## config.mk

```make
export PLATFORM = sky130hd
export DESIGN_NAME = spwm_carrier_pwm_flat
export DESIGN_NICKNAME = d
export VERILOG_FILES = /design/src/rtl/spwm_carrier_pwm_pkg.sv /design/src/rtl/spwm_carrier_pwm_if.sv /design/src/rtl/spwm_carrier_pwm_deadband.sv /design/src/rtl/spwm_carrier_pwm.sv /design/src/flat_wrapper.sv
export SDC_FILE = /design/constraint.sdc
export NUM_CORES = 1
export LEC_CHECK = 0
export CORE_UTILIZATION = 30
export CTS_BUF_LIST = sky130_fd_sc_hd__clkbuf_8 sky130_fd_sc_hd__clkbuf_16
export CTS_CLUSTER_DIAMETER = 80
export DETAILED_ROUTE_END_ITERATION = 7
export PLACE_DENSITY = 0.5
export SYNTH_ARGS = -nofsm -noshare
export SYNTH_HDL_FRONTEND = slang
export SYNTH_HIERARCHICAL = 1
export SYNTH_SLANG_ARGS = --single-unit
export TNS_END_PERCENT = 1
```

## constraint.sdc

```tcl
create_clock -name clk -period 3.8 [get_ports clk]
set_input_delay 0.76 -clock clk [delete_from_list [all_inputs] [get_ports clk]]
set_output_delay 0.76 -clock clk [all_outputs]
set_load 0.02 [all_outputs]
```

## src/rtl/spwm_carrier_pwm_pkg.sv

```systemverilog
// Shared types and default constants for the triangle-carrier SPWM core.
package spwm_pkg;

    typedef enum logic [1:0] {BOT, RISE, TOP, FALL} spwm_state_e;

    localparam int CARRIER_W    = 15;
    localparam int PEAK_DEFAULT = 15358;

endpackage

```

## src/rtl/spwm_carrier_pwm_if.sv

```systemverilog
// Control/status bundle between the sine sequencer (master) and the SPWM core (slave).
interface spwm_carrier_pwm_if #(
    parameter int WIDTH   = 15,
    parameter int NCH     = 3,
    parameter int DWELL_W = 4
);
    logic                   en;
    logic [WIDTH-1:0]       peak;
    logic [DWELL_W-1:0]     dwell;
    logic [NCH*WIDTH-1:0]   mod_in;
    logic                   mod_wr;
    logic [WIDTH-1:0]       carrier;
    logic                   dir_up;
    logic                   sync_pulse;
    logic                   top_pulse;
    logic [NCH-1:0]         pwm_out;
    logic [NCH-1:0]         pwm_n;

    modport master (
        output en, peak, dwell, mod_in, mod_wr,
        input  carrier, dir_up, sync_pulse, top_pulse, pwm_out, pwm_n
    );

    modport slave (
        input  en, peak, dwell, mod_in, mod_wr,
        output carrier, dir_up, sync_pulse, top_pulse, pwm_out, pwm_n
    );
endinterface

```

## src/rtl/spwm_carrier_pwm_deadband.sv

```systemverilog
// Single-channel dead-time generator; only present when SPWM_DEADTIME_EN is defined.
`ifdef SPWM_DEADTIME_EN
module spwm_deadband #(
    parameter int DEADTIME = 8
) (
    input  logic clk,
    input  logic rst,
    input  logic en,
    input  logic raw,
    output logic pwm_hi,
    output logic pwm_lo
);
    localparam int            CW   = (DEADTIME > 2) ? $clog2(DEADTIME) : 1;
    localparam logic [CW-1:0] LOAD = (DEADTIME > 1) ? CW'(DEADTIME - 1) : CW'(1);

    logic          raw_q, hi_q, lo_q;
    logic [CW-1:0] cnt;

    always_ff @(posedge clk) begin
        if (rst) begin
            raw_q <= 1'b0;
            hi_q  <= 1'b0;
            lo_q  <= 1'b0;
            cnt   <= LOAD;
        end else if (en) begin
            if (raw != raw_q) begin
                raw_q <= raw;
                if (DEADTIME <= 1) begin
                    hi_q <= raw;
                    lo_q <= ~raw;
                    cnt  <= '0;
                end else begin
                    hi_q <= 1'b0;
                    lo_q <= 1'b0;
                    cnt  <= LOAD;
                end
            end else if (cnt != '0) begin
                cnt <= cnt - CW'(1);
                if (cnt == CW'(1)) begin
                    hi_q <= raw_q;
                    lo_q <= ~raw_q;
                end
            end
        end
    end

    // Masking with the live raw bit drops the active side in the same cycle raw moves.
    assign pwm_hi = hi_q & (raw == raw_q);
    assign pwm_lo = lo_q & (raw == raw_q);
endmodule
`endif

```

## src/rtl/spwm_carrier_pwm.sv

```systemverilog
// Triangle-carrier SPWM core: up/down carrier with peak/valley dwell and NCH compare channels.
// Build option SPWM_DEADTIME_EN inserts a per-channel dead-band stage on the outputs.
module spwm_carrier_pwm
    import spwm_pkg::*;
#(
    parameter int WIDTH    = CARRIER_W,
    parameter int NCH      = 3,
    parameter int DWELL_W  = 4,
    parameter int PEAK_DEF = PEAK_DEFAULT,
    parameter int DEADTIME = 8
) (
    input  logic              clk,
    input  logic              rst,
    spwm_carrier_pwm_if.slave bus
);
    spwm_state_e                  state, state_nxt;
    logic [WIDTH-1:0]             carrier_q, carrier_nxt, peak_act;
    logic [DWELL_W-1:0]           hold_q, hold_nxt, dwell_act;
    logic [NCH-1:0][WIDTH-1:0]    mod_shadow, mod_act, mod_in_w;
    logic [NCH-1:0]               raw, raw_nxt;
    logic                         valley, top_ent, sync_q, top_q;

    assign mod_in_w = bus.mod_in;

    always_comb begin
        state_nxt   = state;
        carrier_nxt = carrier_q;
        hold_nxt    = hold_q;
        valley      = 1'b0;
        top_ent     = 1'b0;
        unique case (state)
            BOT: begin
                if (hold_q != '0) begin
                    hold_nxt = hold_q - DWELL_W'(1);
                end else begin
                    carrier_nxt = WIDTH'(1);
                    // A peak of 1 has no rising ramp: the first step already lands on the peak.
                    if (peak_act == WIDTH'(1)) begin
                        state_nxt = TOP;
                        hold_nxt  = dwell_act;
                        top_ent   = 1'b1;
                    end else begin
                        state_nxt = RISE;
                    end
                end
            end
            RISE: begin
                carrier_nxt = carrier_q + WIDTH'(1);
                if (carrier_nxt == peak_act) begin
                    state_nxt = TOP;
                    hold_nxt  = dwell_act;
                    top_ent   = 1'b1;
                end
            end
            TOP: begin
                if (hold_q != '0) begin
                    hold_nxt = hold_q - DWELL_W'(1);
                end else begin
                    carrier_nxt = peak_act - WIDTH'(1);
                    if (carrier_nxt == '0) begin
                        state_nxt = BOT;
                        valley    = 1'b1;
                        hold_nxt  = bus.dwell;
                    end else begin
                        state_nxt = FALL;
                    end
                end
            end
            FALL: begin
                carrier_nxt = carrier_q - WIDTH'(1);
                if (carrier_nxt == '0) begin
                    state_nxt = BOT;
                    valley    = 1'b1;
                    hold_nxt  = bus.dwell;
                end
            end
            default: state_nxt = BOT;
        endcase
    end

    always_comb begin
        raw_nxt = '0;
        for (int i = 0; i < NCH; i++) raw_nxt[i] = mod_act[i] > carrier_q;
    end

    always_ff @(posedge clk) begin
        if (rst) begin
            state      <= BOT;
            carrier_q  <= '0;
            hold_q     <= '0;
            peak_act   <= WIDTH'(PEAK_DEF);
            dwell_act  <= '0;
            mod_shadow <= '0;
            mod_act    <= '0;
            raw        <= '0;
            sync_q     <= 1'b0;
            top_q      <= 1'b0;
        end else begin
            if (bus.mod_wr) mod_shadow <= mod_in_w;
            if (bus.en) begin
                state     <= state_nxt;
                carrier_q <= carrier_nxt;
                hold_q    <= hold_nxt;
                raw       <= raw_nxt;
                sync_q    <= valley;
                top_q     <= top_ent;
                // Valley load: mod_act takes the shadow as it was before any same-edge write.
                if (valley) begin
                    peak_act  <= (bus.peak == '0) ? WIDTH'(1) : bus.peak;
                    dwell_act <= bus.dwell;
                    mod_act   <= mod_shadow;
                end
            end
        end
    end

    assign bus.carrier    = carrier_q;
    assign bus.dir_up     = (state == BOT) || (state == RISE);
    assign bus.sync_pulse = sync_q;
    assign bus.top_pulse  = top_q;

`ifdef SPWM_DEADTIME_EN
    logic [NCH-1:0] db_hi, db_lo;

    spwm_deadband #(.DEADTIME(DEADTIME)) u_db [NCH-1:0] (
        .clk    (clk),
        .rst    (rst),
        .en     (bus.en),
        .raw    (raw),
        .pwm_hi (db_hi),
        .pwm_lo (db_lo)
    );

    assign bus.pwm_out = db_hi;
    assign bus.pwm_n   = db_lo;
`else
    // DEADTIME only shapes the dead-band build.
    if (DEADTIME < 0) begin : g_dt_unused
    end

    assign bus.pwm_out = raw;
    assign bus.pwm_n   = ~raw;
`endif
endmodule

```

## src/flat_wrapper.sv

```systemverilog
// flat-port wrapper written by rule: the top's interface ports become plain ports
module spwm_carrier_pwm_flat import spwm_pkg::*;
#(
    parameter int WIDTH    = CARRIER_W,
    parameter int NCH      = 3,
    parameter int DWELL_W  = 4,
    parameter int PEAK_DEF = PEAK_DEFAULT,
    parameter int DEADTIME = 8
)
  (clk, rst, bus_en, bus_peak, bus_dwell, bus_mod_in, bus_mod_wr, bus_carrier, bus_dir_up, bus_sync_pulse, bus_top_pulse, bus_pwm_out, bus_pwm_n);
  spwm_carrier_pwm_if #(.WIDTH(WIDTH), .NCH(NCH), .DWELL_W(DWELL_W)) bus_i ();
  input  logic clk;
  input  logic rst;
  input wire logic [$bits(bus_i.en)-1:0] bus_en;
  input wire logic [$bits(bus_i.peak)-1:0] bus_peak;
  input wire logic [$bits(bus_i.dwell)-1:0] bus_dwell;
  input wire logic [$bits(bus_i.mod_in)-1:0] bus_mod_in;
  input wire logic [$bits(bus_i.mod_wr)-1:0] bus_mod_wr;
  output wire logic [$bits(bus_i.carrier)-1:0] bus_carrier;
  output wire logic [$bits(bus_i.dir_up)-1:0] bus_dir_up;
  output wire logic [$bits(bus_i.sync_pulse)-1:0] bus_sync_pulse;
  output wire logic [$bits(bus_i.top_pulse)-1:0] bus_top_pulse;
  output wire logic [$bits(bus_i.pwm_out)-1:0] bus_pwm_out;
  output wire logic [$bits(bus_i.pwm_n)-1:0] bus_pwm_n;
  assign bus_i.en = bus_en;
  assign bus_i.peak = bus_peak;
  assign bus_i.dwell = bus_dwell;
  assign bus_i.mod_in = bus_mod_in;
  assign bus_i.mod_wr = bus_mod_wr;
  assign bus_carrier = bus_i.carrier;
  assign bus_dir_up = bus_i.dir_up;
  assign bus_sync_pulse = bus_i.sync_pulse;
  assign bus_top_pulse = bus_i.top_pulse;
  assign bus_pwm_out = bus_i.pwm_out;
  assign bus_pwm_n = bus_i.pwm_n;
  spwm_carrier_pwm #(.WIDTH(WIDTH), .NCH(NCH), .DWELL_W(DWELL_W), .PEAK_DEF(PEAK_DEF), .DEADTIME(DEADTIME)) u_core (.clk(clk), .rst(rst), .bus(bus_i));
endmodule
```

# [Yosys cells after proc, flatten, opt, wreduce, memory -nomap -nowiden]
# Index checks and enable logic that the tools add are counted.
[op_classes] n_bitwise=1 reduce_logical=10 n_lt_le_gt_ge=3 addsub=4 n_mux=26 n_eq_ne=11
[ops] op="15-bit case mux with 4 select lines" count=1
[ops] op="15-bit > comparator" count=3
[ops] op="15-bit logical NOT" count=3
[ops] op="15-bit 2-to-1 mux" count=3
[ops] op="15-bit by 1-bit subtractor with 15-bit output, second input constant" count=2
[ops] op="4-bit 2-to-1 mux" count=6
[ops] op="4-bit case mux with 4 select lines" count=1
[ops] op="15-bit by 1-bit adder with 15-bit output, second input constant" count=1
[ops] op="15-bit by 1-bit == test with 1-bit output, second input constant" count=1
[ops] op="15-bit == test" count=1
[ops] op="2-bit 2-to-1 mux" count=6
[ops] op="5-bit AND reduction" count=2
[ops] op="2-bit case mux with 4 select lines" count=1
[ops] op="1-bit 2-to-1 mux" count=6
[ops] op="3-bit by 1-bit != test with 1-bit output, second input constant" count=2
[ops] op="2-bit == test, second input constant" count=2
[ops] op="2-bit by 1-bit != test with 1-bit output, second input constant" count=2
[ops] op="2-bit != test, second input constant" count=2
[ops] op="1-bit case mux with 2 select lines" count=2
[ops] op="4-bit nonzero test" count=1
[ops] op="4-bit by 1-bit subtractor with 4-bit output, second input constant" count=1
[ops] op="3-bit inverter" count=1
[ops] op="3-bit AND reduction" count=1
[ops] op="2-bit by 1-bit == test with 1-bit output, second input constant" count=1
[ops] op="3 further kinds" count=3
[word_totals] reg_bits=135

# [Longest topological paths before layout]
# Gate-level depths: netlist of the first run.
[logic_depth] depth_word=6 mapped_depth=13

# [Least setup slack after synthesis of the first run]
# OpenSTA, ideal clock, no wires.
[synth_timing] path_type="reg-to-reg" start="reg u_core.carrier_q[1] (netlist: u_core/bus.carrier[1])" end="reg u_core.peak_act[2]" setup_slack_ns=0.570 stages_incl_launch_ff=14 setup_ns=0.129 arrival_time_ns=3.101 cell_sequence="dfxtp_1 clkbuf_1 inv_1 ha_1 o21bai_1 a41o_1 a21o_1 a2111oi_2 nand2_1 a211oi_2 buf_6 buf_6 mux2i_1 nand2_1"
[synth_via] elab_chain_len=5
[synth_lines] element="from (decl)" line="spwm_carrier_pwm.sv:17" text="logic [WIDTH-1:0] carrier_q, carrier_nxt, peak_act;"
[synth_lines] element="from (signal assigned)" line="spwm_carrier_pwm.sv:102" text="carrier_q <= carrier_nxt;"
[synth_lines] element="15-bit by 1-bit subtractor with 15-bit output" line="spwm_carrier_pwm.sv:70" text="carrier_nxt = carrier_q - WIDTH'(1);"
[synth_lines] element="15-bit logical NOT" line="spwm_carrier_pwm.sv:71" text="if (carrier_nxt == '0) begin"
[synth_lines] element="1-bit 2-to-1 mux" line="spwm_carrier_pwm.sv:71"
[synth_lines] element="1-bit case mux with 2 select lines" line="spwm_carrier_pwm.sv:31" text="unique case (state)"
[synth_lines] element="2-bit AND reduction (no source line)"
[synth_lines] element="to (signal assigned)" line="spwm_carrier_pwm.sv:91" text="peak_act <= WIDTH'(PEAK_DEF);"
[synth_lines] element="to (signal assigned)" line="spwm_carrier_pwm.sv:109" text="peak_act <= (bus.peak == '0) ? WIDTH'(1) : bus.peak;"
[synth_lines] element="to (decl)" line="spwm_carrier_pwm.sv:17"
# Every way passes these cells.
# A chain may end at the register's enable or synchronous reset.

# [Final worst setup path of the first run]
[layout_timing] start="reg u_core.carrier_q[1] (netlist: u_core/bus.carrier[1])" end="reg u_core/mod_act[33] (netlist name)"
[layout_via] elab_chain_len=5
[layout_lines] element="15-bit by 1-bit subtractor with 15-bit output" line="spwm_carrier_pwm.sv:70"
[layout_lines] element="15-bit logical NOT" line="spwm_carrier_pwm.sv:71"
[layout_lines] element="1-bit 2-to-1 mux" line="spwm_carrier_pwm.sv:71"
[layout_lines] element="1-bit case mux with 2 select lines" line="spwm_carrier_pwm.sv:31"
[layout_lines] element="2-bit AND reduction (no source line)"
[layout_lines] element="to (signal assigned)" line="spwm_carrier_pwm.sv:111" text="mod_act <= mod_shadow;"
[layout_lines] element="to (decl)" line="spwm_carrier_pwm.sv:19" text="logic [NCH-1:0][WIDTH-1:0] mod_shadow, mod_act, mod_in_w;"
# Every way passes these cells.

==> impl_metrics.json, run 1 <==
{
  "status": "complete, but fails checks",
  "violations": "design-rule violations",
  "fin_crit_ps": 3430,
  "ys.flop_type": "dfxtp_1",
  "cap_violations": 0,
  "post_cts_buffers": 0,
  "cts.sinks": 135,
  "cpMostUsedCell": "buf_12",
  "grt_pass1_wl_microns": 36900,
  "hpwl_microns": 16600,
  "synth_seq_cells": 135,
  "vias": 6835,
  "cp_slowest_cell": "dfxtp_1",
  "seqPwrFrac": 0.405,
  "syn_area_sq_um": 7760,
  "clockBufferDepth": 2,
  "ys_warn_count": 6,
  "grt_usage": 0.180,
  "io_pins": 92,
  "diodes": 0,
  "worst_slew_pin_slew_ps": 775,
  "rows": 58,
  "path_depth": 12,
  "ir_drop_mv": 0.237,
  "worstSkewPairLatency_ps": 430,
  "intPower_mw": 2.66,
  "cts_tree": "built",
  "crit_type": "reg2reg",
  "slowest_delay_ps": 620,
  "drc": 2,
  "yosysSeqAreaShare": 0.348,
  "fin_cells": 1318,
  "max_slew_margin": 0.483,
  "synthCells": 894,
  "grt_max_degree": 89,
  "grt-ovfl-total": 0,
  "area_growth_pct": 24.1,
  "rr_endpoint": "u_core/mod_act[33]$_SDFFE_PP0P_",
  "initial_core_util": 0.307,
  "synth.top_cells.by_area": "dfxtp_1, mux2i_1, ha_1",
  "path_buf_inv": 3,
  "synth_cell_type_count": 66,
  "power_mw": 3.76,
  "htreeDepth": 4,
  "critPathLaunchType": "flip-flop",
  "cp.required_ps": 4100,
  "path_clk_slew_ps": 60,
  "p_per_area_nw_per_um2": 390,
  "avgViaCountPerCell": 5.19,
  "avgSynthCellArea_sq_um": 8.68,
  "switching_share": 0.292,
  "ant_nets": 0,
  "synth_top_area_share": 0.348,
  "crit_path_end_kind": "flip-flop",
  "rr_worst_depth": 12,
  "hold_class": "reg2reg",
  "cts_hold_buf": 0,
  "tns_ps": 0,
  "cts_buffers": 17,
  "clock_skew_ps": 13.2,
  "clockPowerShare": 0.402,
  "dp.cells": 1286,
  "drtIter0Drc": 591,
  "ys_async_sr_fraction": 0,
  "worstReg2RegStart": "u_core/bus.carrier[1]$_SDFFE_PP0P_",
  "reg2reg_slack_ps": 370,
  "hold_violations": 0,
  "grt_pass1_vias": 6577,
  "synth_area_leader_cell": "dfxtp_1",
  "antenna_found_initial": 0,
  "numPortBuffers": 91,
  "synth_edf_count": 0,
  "core_area_sq_um": 25300,
  "cp.arrival_ps": 3730,
  "cts_root_buf": "clkbuf_16",
  "grt_setup_unrepaired": "no",
  "crit_family": "compound AO/OA/AOI/OAI gates",
  "crit_chain": "inv_1 -> ha_1 -> or2_2 -> o32ai_1 -> nand4_1 -> a2111oi_2 -> nand2_1 -> a211oi_4 -> buf_12 -> buf_12 -> mux2i_1 -> nor2_1",
  "cts_resized": 0,
  "gp_congestion": 0.885,
  "comb_power_share": 0.193,
  "finalCritPeriodShare": 0.904,
  "die_y_microns": 163,
  "drive_above_1_share": 0.0850,
  "crit_end": "u_core/mod_act[33]$_SDFFE_PP0P_",
  "switchingPower_mw": 1.10,
  "dr.pass1.iters": 8,
  "cp_max_fo": 26,
  "die_x_microns": 163,
  "setup_viol": 0,
  "die_area_sq_um": 26500,
  "finalWirelength_microns": 23300,
  "slew_violations": 0,
  "crit_start": "u_core/bus.carrier[1]$_SDFFE_PP0P_",
  "wl_per_cell_microns": 17.7,
  "p_leak_nw": 3.64,
  "clock.fmax_mhz": 291,
  "final_nets": 1095,
  "synth_nets": 1014
}
cells in the mapped netlist (all sizes together), types with 5 or more instances:
master	instances
or3	6
and3	5
o21ai	17
and4	6
nand3	21
nor2	144
nand2b	6
o32ai	5
nor4	11
mux2i	112
a211o	5
buf	23
clkbuf	38
o31ai	5
xnor2	14
a31oi	6
o22ai	6
dfxtp	135
xor2	11
a21o	11
nor2b	10
a21oi	36
nor3	22
nand2	46
inv	32
ha	52
nand4	19
a222oi	5
a211oi	15
o21a	16
o211ai	6
cell usage in the layout (no fill, tap or decap), types with 4 or more instances in the layout:
cell,n
nand3_1,21
o22ai_1,6
or2_2,4
nor4_1,10
a21o_1,11
a2bb2oi_1,4
clkinvlp_4,4
a31oi_1,6
a211o_1,5
and3_1,5
o31ai_1,5
a222oi_1,5
nor2_1,144
nand2_1,46
a211oi_1,12
nor3_1,20
ha_1,52
xor2_1,11
o21a_1,16
nand4_1,19
o21ai_0,16
dfxtp_1,135
buf_12,4
a21oi_1,36
inv_1,35
and4_1,6
buf_4,29
mux2i_1,112
clkbuf_16,17
xnor2_1,14
nor2b_1,10
clkdlybuf4s50_1,89
nand2b_1,6
o211ai_1,6
or3_1,6
o32ai_1,5
per-layer routing:
| layer | up-vias | global-route usage | wire [microns] |
|---|---|---|---|
| met5 | - | 0 | 0 |
| met4 | 0 | 0.0688 | 563 |
| met3 | 41 | 0.0328 | 1150 |
| met2 | 213 | 0.276 | 10300 |
| met1 | 3214 | 0.249 | 11300 |
| li1 | 3367 | - | - |
registers in the layout, summed over array words and instances, names as in the netlist:
register / count
u_core/hold_q: 4
u_core/mod_shadow: 45
u_core/mod_act: 45
u_core/bus.carrier: 15
u_core/state: 2
u_core/bus.pwm_out: 3
u_core/bus.top_pulse: 1
u_core/bus.sync_pulse: 1
u_core/peak_act: 15
u_core/dwell_act: 4
per-stage QoR:
stage / hold slack [ps] / setup slack, ps / instance area [sq um] / util
3_5_place_dp: 474 / 453 / 9090 / 0.360
6_report: 486 / 365 / 9630 / 0.381
2_1_floorplan: 452 / 570 / 7760 / -
5_1_grt: 513 / 119 / 9630 / 0.381
4_1_cts: 490 / 427 / 9630 / 0.381
3_3_place_gp: 464 / 523 / 9090 / 0.360
logic make-up after synthesis:
group                      count (synthesis)  synth area share
buffers and inverters                     95            0.0521
adders and majority gates                 52            0.0839
xor gates and xnor gates                  25            0.0282
AOI/OAI and AO/OA                        161             0.147
and+or+nand+nor                          312             0.192
muxes                                    114             0.147
DFF                                      135             0.348
worst min path at each step:
stage,from,to,slack [ps],depth (start not counted)
after floorplan,u_core/dwell_act[2]$_SDFFE_PP0P_,u_core/dwell_act[2]$_SDFFE_PP0P_,450,2
after global routing,u_core/dwell_act[0]$_SDFFE_PP0P_,u_core/dwell_act[0]$_SDFFE_PP0P_,510,2
after global placement,u_core/dwell_act[2]$_SDFFE_PP0P_,u_core/dwell_act[2]$_SDFFE_PP0P_,460,2
final,u_core/dwell_act[2]$_SDFFE_PP0P_,u_core/dwell_act[2]$_SDFFE_PP0P_,490,2
after detailed placement,u_core/dwell_act[2]$_SDFFE_PP0P_,u_core/dwell_act[2]$_SDFFE_PP0P_,470,2
after CTS,u_core/dwell_act[2]$_SDFFE_PP0P_,u_core/dwell_act[2]$_SDFFE_PP0P_,490,2
power by group through the flow:
stage / combinational [mW] / clock [mW] / sequential, mW
final: 0.724 / 1.51 / 1.52
after detailed placement: 0.712 / 0 / 1.55
after CTS: 0.717 / 1.56 / 1.52
after global routing: 0.786 / 1.62 / 1.53
after global placement: 0.717 / 0 / 1.55
after floorplan: 0.460 / 0 / 1.54
worst register-to-register path: stages (launching register included):
cell and delay [ps]:
dfxtp_1 620, inv_1 130, ha_1 300, or2_2 300, o32ai_1 280, nand4_1 150
a2111oi_2 330, nand2_1 180, a211oi_4 270, buf_12 230, buf_12 240, mux2i_1 220
nor2_1 60
cell type report:
cell class / count / area (sq um)
Clock inverter: 13 / 82.6
Multi-Input combinational cell: 664 / 4660
Clock buffer: 19 / 453
Fill cell: 2604 / 15600
Inverter: 34 / 128
Timing Repair Buffer: 123 / 1190
Tap cell: 330 / 413
Sequential cell: 135 / 2700
(Power assumes the default switching activity.)
==> inputs of run 2 (changes only) <==
--- a/config.mk
+++ b/config.mk
@@ -5,11 +5,13 @@
 export SDC_FILE = /design/constraint.sdc
 export NUM_CORES = 1
 export LEC_CHECK = 0
+export CELL_PAD_IN_SITES_DETAIL_PLACEMENT = 1
+export CELL_PAD_IN_SITES_GLOBAL_PLACEMENT = 1
 export CORE_UTILIZATION = 30
 export CTS_BUF_LIST = sky130_fd_sc_hd__clkbuf_8 sky130_fd_sc_hd__clkbuf_16
 export CTS_CLUSTER_DIAMETER = 80
 export DETAILED_ROUTE_END_ITERATION = 7
-export PLACE_DENSITY = 0.5
+export PLACE_DENSITY = 0.62
 export SYNTH_ARGS = -nofsm -noshare
 export SYNTH_HDL_FRONTEND = slang
 export SYNTH_HIERARCHICAL = 1
==> impl_metrics.json, run 2 (same netlist as run 1, synthesis figures left out) <==
{
  "status": "completed",
  "clock.fmax_mhz": 282,
  "holdPathEnd": "u_core/bus.top_pulse$_SDFFE_PP0P_",
  "reg_top3": "u_core/mod_act x45, u_core/mod_shadow x45",
  "cp_max_fo": 68,
  "diodes": 0,
  "seqPwrFrac": 0.387,
  "cp_slowest_cell": "dfxtp_1",
  "tns_ps": 0,
  "wl_met2_microns": 11800,
  "intPower_mw": 2.82,
  "grt_pass1_wl_microns": 39600,
  "slowest_delay_ps": 590,
  "ant_nets": 0,
  "drtIter0Drc": 459,
  "cts_buffers": 17,
  "die_area_sq_um": 26500,
  "dr.pass1.iters": 5,
  "setup_viol": 0,
  "vias": 6939,
  "power_mw": 3.98,
  "reg2reg_slack_ps": 250,
  "finalWirelength_microns": 25000,
  "met1Wirelength_microns": 11900,
  "gp_congestion": 0.881,
  "crit_chain": "inv_1 -> ha_1 -> or2_2 -> o32ai_1 -> nand4_1 -> a2111oi_2 -> nand2_1 -> a211oi_4 -> buf_12 -> mux2i_1 -> nor2_1",
  "comb_power_share": 0.181,
  "htreeDepth": 4,
  "placed_area_sq_um": 9080,
  "critPathLaunchType": "flip-flop",
  "clockPowerShare": 0.432,
  "fin_crit_ps": 3550,
  "grt_max_degree": 69,
  "drive_above_1_share": 0.0899,
  "crit_path_end_kind": "flip-flop",
  "drc": 0,
  "hold_violations": 0,
  "avgViaCountPerCell": 5.26,
  "slew_violations": 0,
  "wl_met3_microns": 893,
  "final_area_sq_um": 9690,
  "grt-ovfl-total": 0,
  "wl_per_cell_microns": 18.9,
  "grt_pass1_vias": 6945,
  "rr_endpoint": "u_core/mod_act[42]$_SDFFE_PP0P_",
  "layout_commonest_cell": "nor2_1",
  "cts.sinks": 135,
  "switching_share": 0.291,
  "worstReg2RegStart": "u_core/bus.carrier[1]$_SDFFE_PP0P_",
  "ir_drop_mv": 0.299,
  "die_x_microns": 163,
  "holdWs_ps": 464,
  "top_layer": "met4",
  "grt_usage": 0.194,
  "cts_hold_buf": 0,
  "finalCritPeriodShare": 0.933,
  "die_y_microns": 163,
  "antenna_found_initial": 0,
  "cts_tree": "built",
  "final_cell_mix": "nor2_1, dfxtp_1, mux2i_1, clkdlybuf4s50_1, ha_1",
  "cts_root_buf": "clkbuf_16",
  "cp.arrival_ps": 3860,
  "grt_setup_unrepaired": "no",
  "final_nets": 1097,
  "io_pins": 92,
  "clockBufferDepth": 2,
  "cap_violations": 0,
  "rr_worst_depth": 11,
  "area_growth_pct": 25.0,
  "worstSkewPairLatency_ps": 430,
  "fill_cells": 2982,
  "worst_slew_pin_slew_ps": 937,
  "switchingPower_mw": 1.16,
  "initial_core_util": 0.307,
  "cts_resized": 0,
  "core_area_sq_um": 25300,
  "clock_skew_ps": 13.2,
  "hold_depth": 2,
  "hpwl_microns": 18200,
  "rows": 58,
  "numPortBuffers": 91,
  "crit_type": "reg2reg",
  "cp.required_ps": 4110,
  "p_leak_nw": 3.66,
  "path_clk_slew_ps": 60,
  "p_per_area_nw_per_um2": 410,
  "hold_class": "reg2reg",
  "hold_start": "u_core/bus.top_pulse$_SDFFE_PP0P_",
  "post_cts_buffers": 0,
  "max_slew_margin": 0.375
}
==> run 2: metrics by stage <==
step | setup slack, ps | util | cells
floorplan | 570 | - | 894
global placement | 448 | 0.360 | 1288
detailed placement | 336 | 0.360 | 1288
CTS | 282 | 0.384 | 1320
global route | 80.5 | 0.384 | 1320
finish | 255 | 0.384 | 1320
==> run 2: final cells by class <==
type / count / area [sq um] / share of cell area
multi-input cells: 664 / 4660 / 0.481
clock buffers: 19 / 453 / 0.0467
inverters: 34 / 128 / 0.0132
clock inverters: 13 / 155 / 0.0160
flip-flops and latches: 135 / 2700 / 0.279
repair buffers: 125 / 1180 / 0.122
well taps: 330 / 413 / 0.0426
==> run 2: worst max-delay path by stage <==
stage          cells after the start  slack (ps)                               to                                from
2_1_floorplan                     13         570  u_core/peak_act[2]$_SDFFE_PP1P_  u_core/bus.carrier[1]$_SDFFE_PP0P_
3_3_place_gp                      11         450  u_core/peak_act[9]$_SDFFE_PP1P_  u_core/bus.carrier[1]$_SDFFE_PP0P_
3_5_place_dp                      11         340  u_core/peak_act[5]$_SDFFE_PP1P_  u_core/bus.carrier[1]$_SDFFE_PP0P_
4_1_cts                           11         280  u_core/mod_act[42]$_SDFFE_PP0P_  u_core/bus.carrier[1]$_SDFFE_PP0P_
5_1_grt                           11          80  u_core/mod_act[14]$_SDFFE_PP0P_  u_core/bus.carrier[1]$_SDFFE_PP0P_
6_report                          11         250  u_core/mod_act[42]$_SDFFE_PP0P_  u_core/bus.carrier[1]$_SDFFE_PP0P_
==> run 2: layer usage <==
metal | GRT usage | vias to the layer above
li1 | - | 3376
met4 | 0.0561 | 0
met5 | 0 | -
met2 | 0.315 | 156
met3 | 0.0339 | 27
met1 | 0.260 | 3380
==> run 2: critical path: cells and delay by family (launching register included) <==
| family | cells | cell delay, ps |
|---|---|---|
| AO/OA/AOI/OAI | 3 | 970 |
| adder cells (fa/ha/maj) | 1 | 300 |
| buffers and inverters | 2 | 550 |
| flip-flops | 1 | 590 |
| multiplexers | 1 | 270 |
| AND/OR/NAND/NOR | 4 | 700 |
==> run 2: power by group through the flow <==
stage	Combinational [mW]	Clock, mW	Sequential, mW
3_3_place_gp	0.708	0	1.57
3_5_place_dp	0.717	0	1.57
6_report	0.719	1.72	1.54
5_1_grt	0.784	1.83	1.55
4_1_cts	0.721	1.78	1.54
2_1_floorplan	0.460	0	1.54
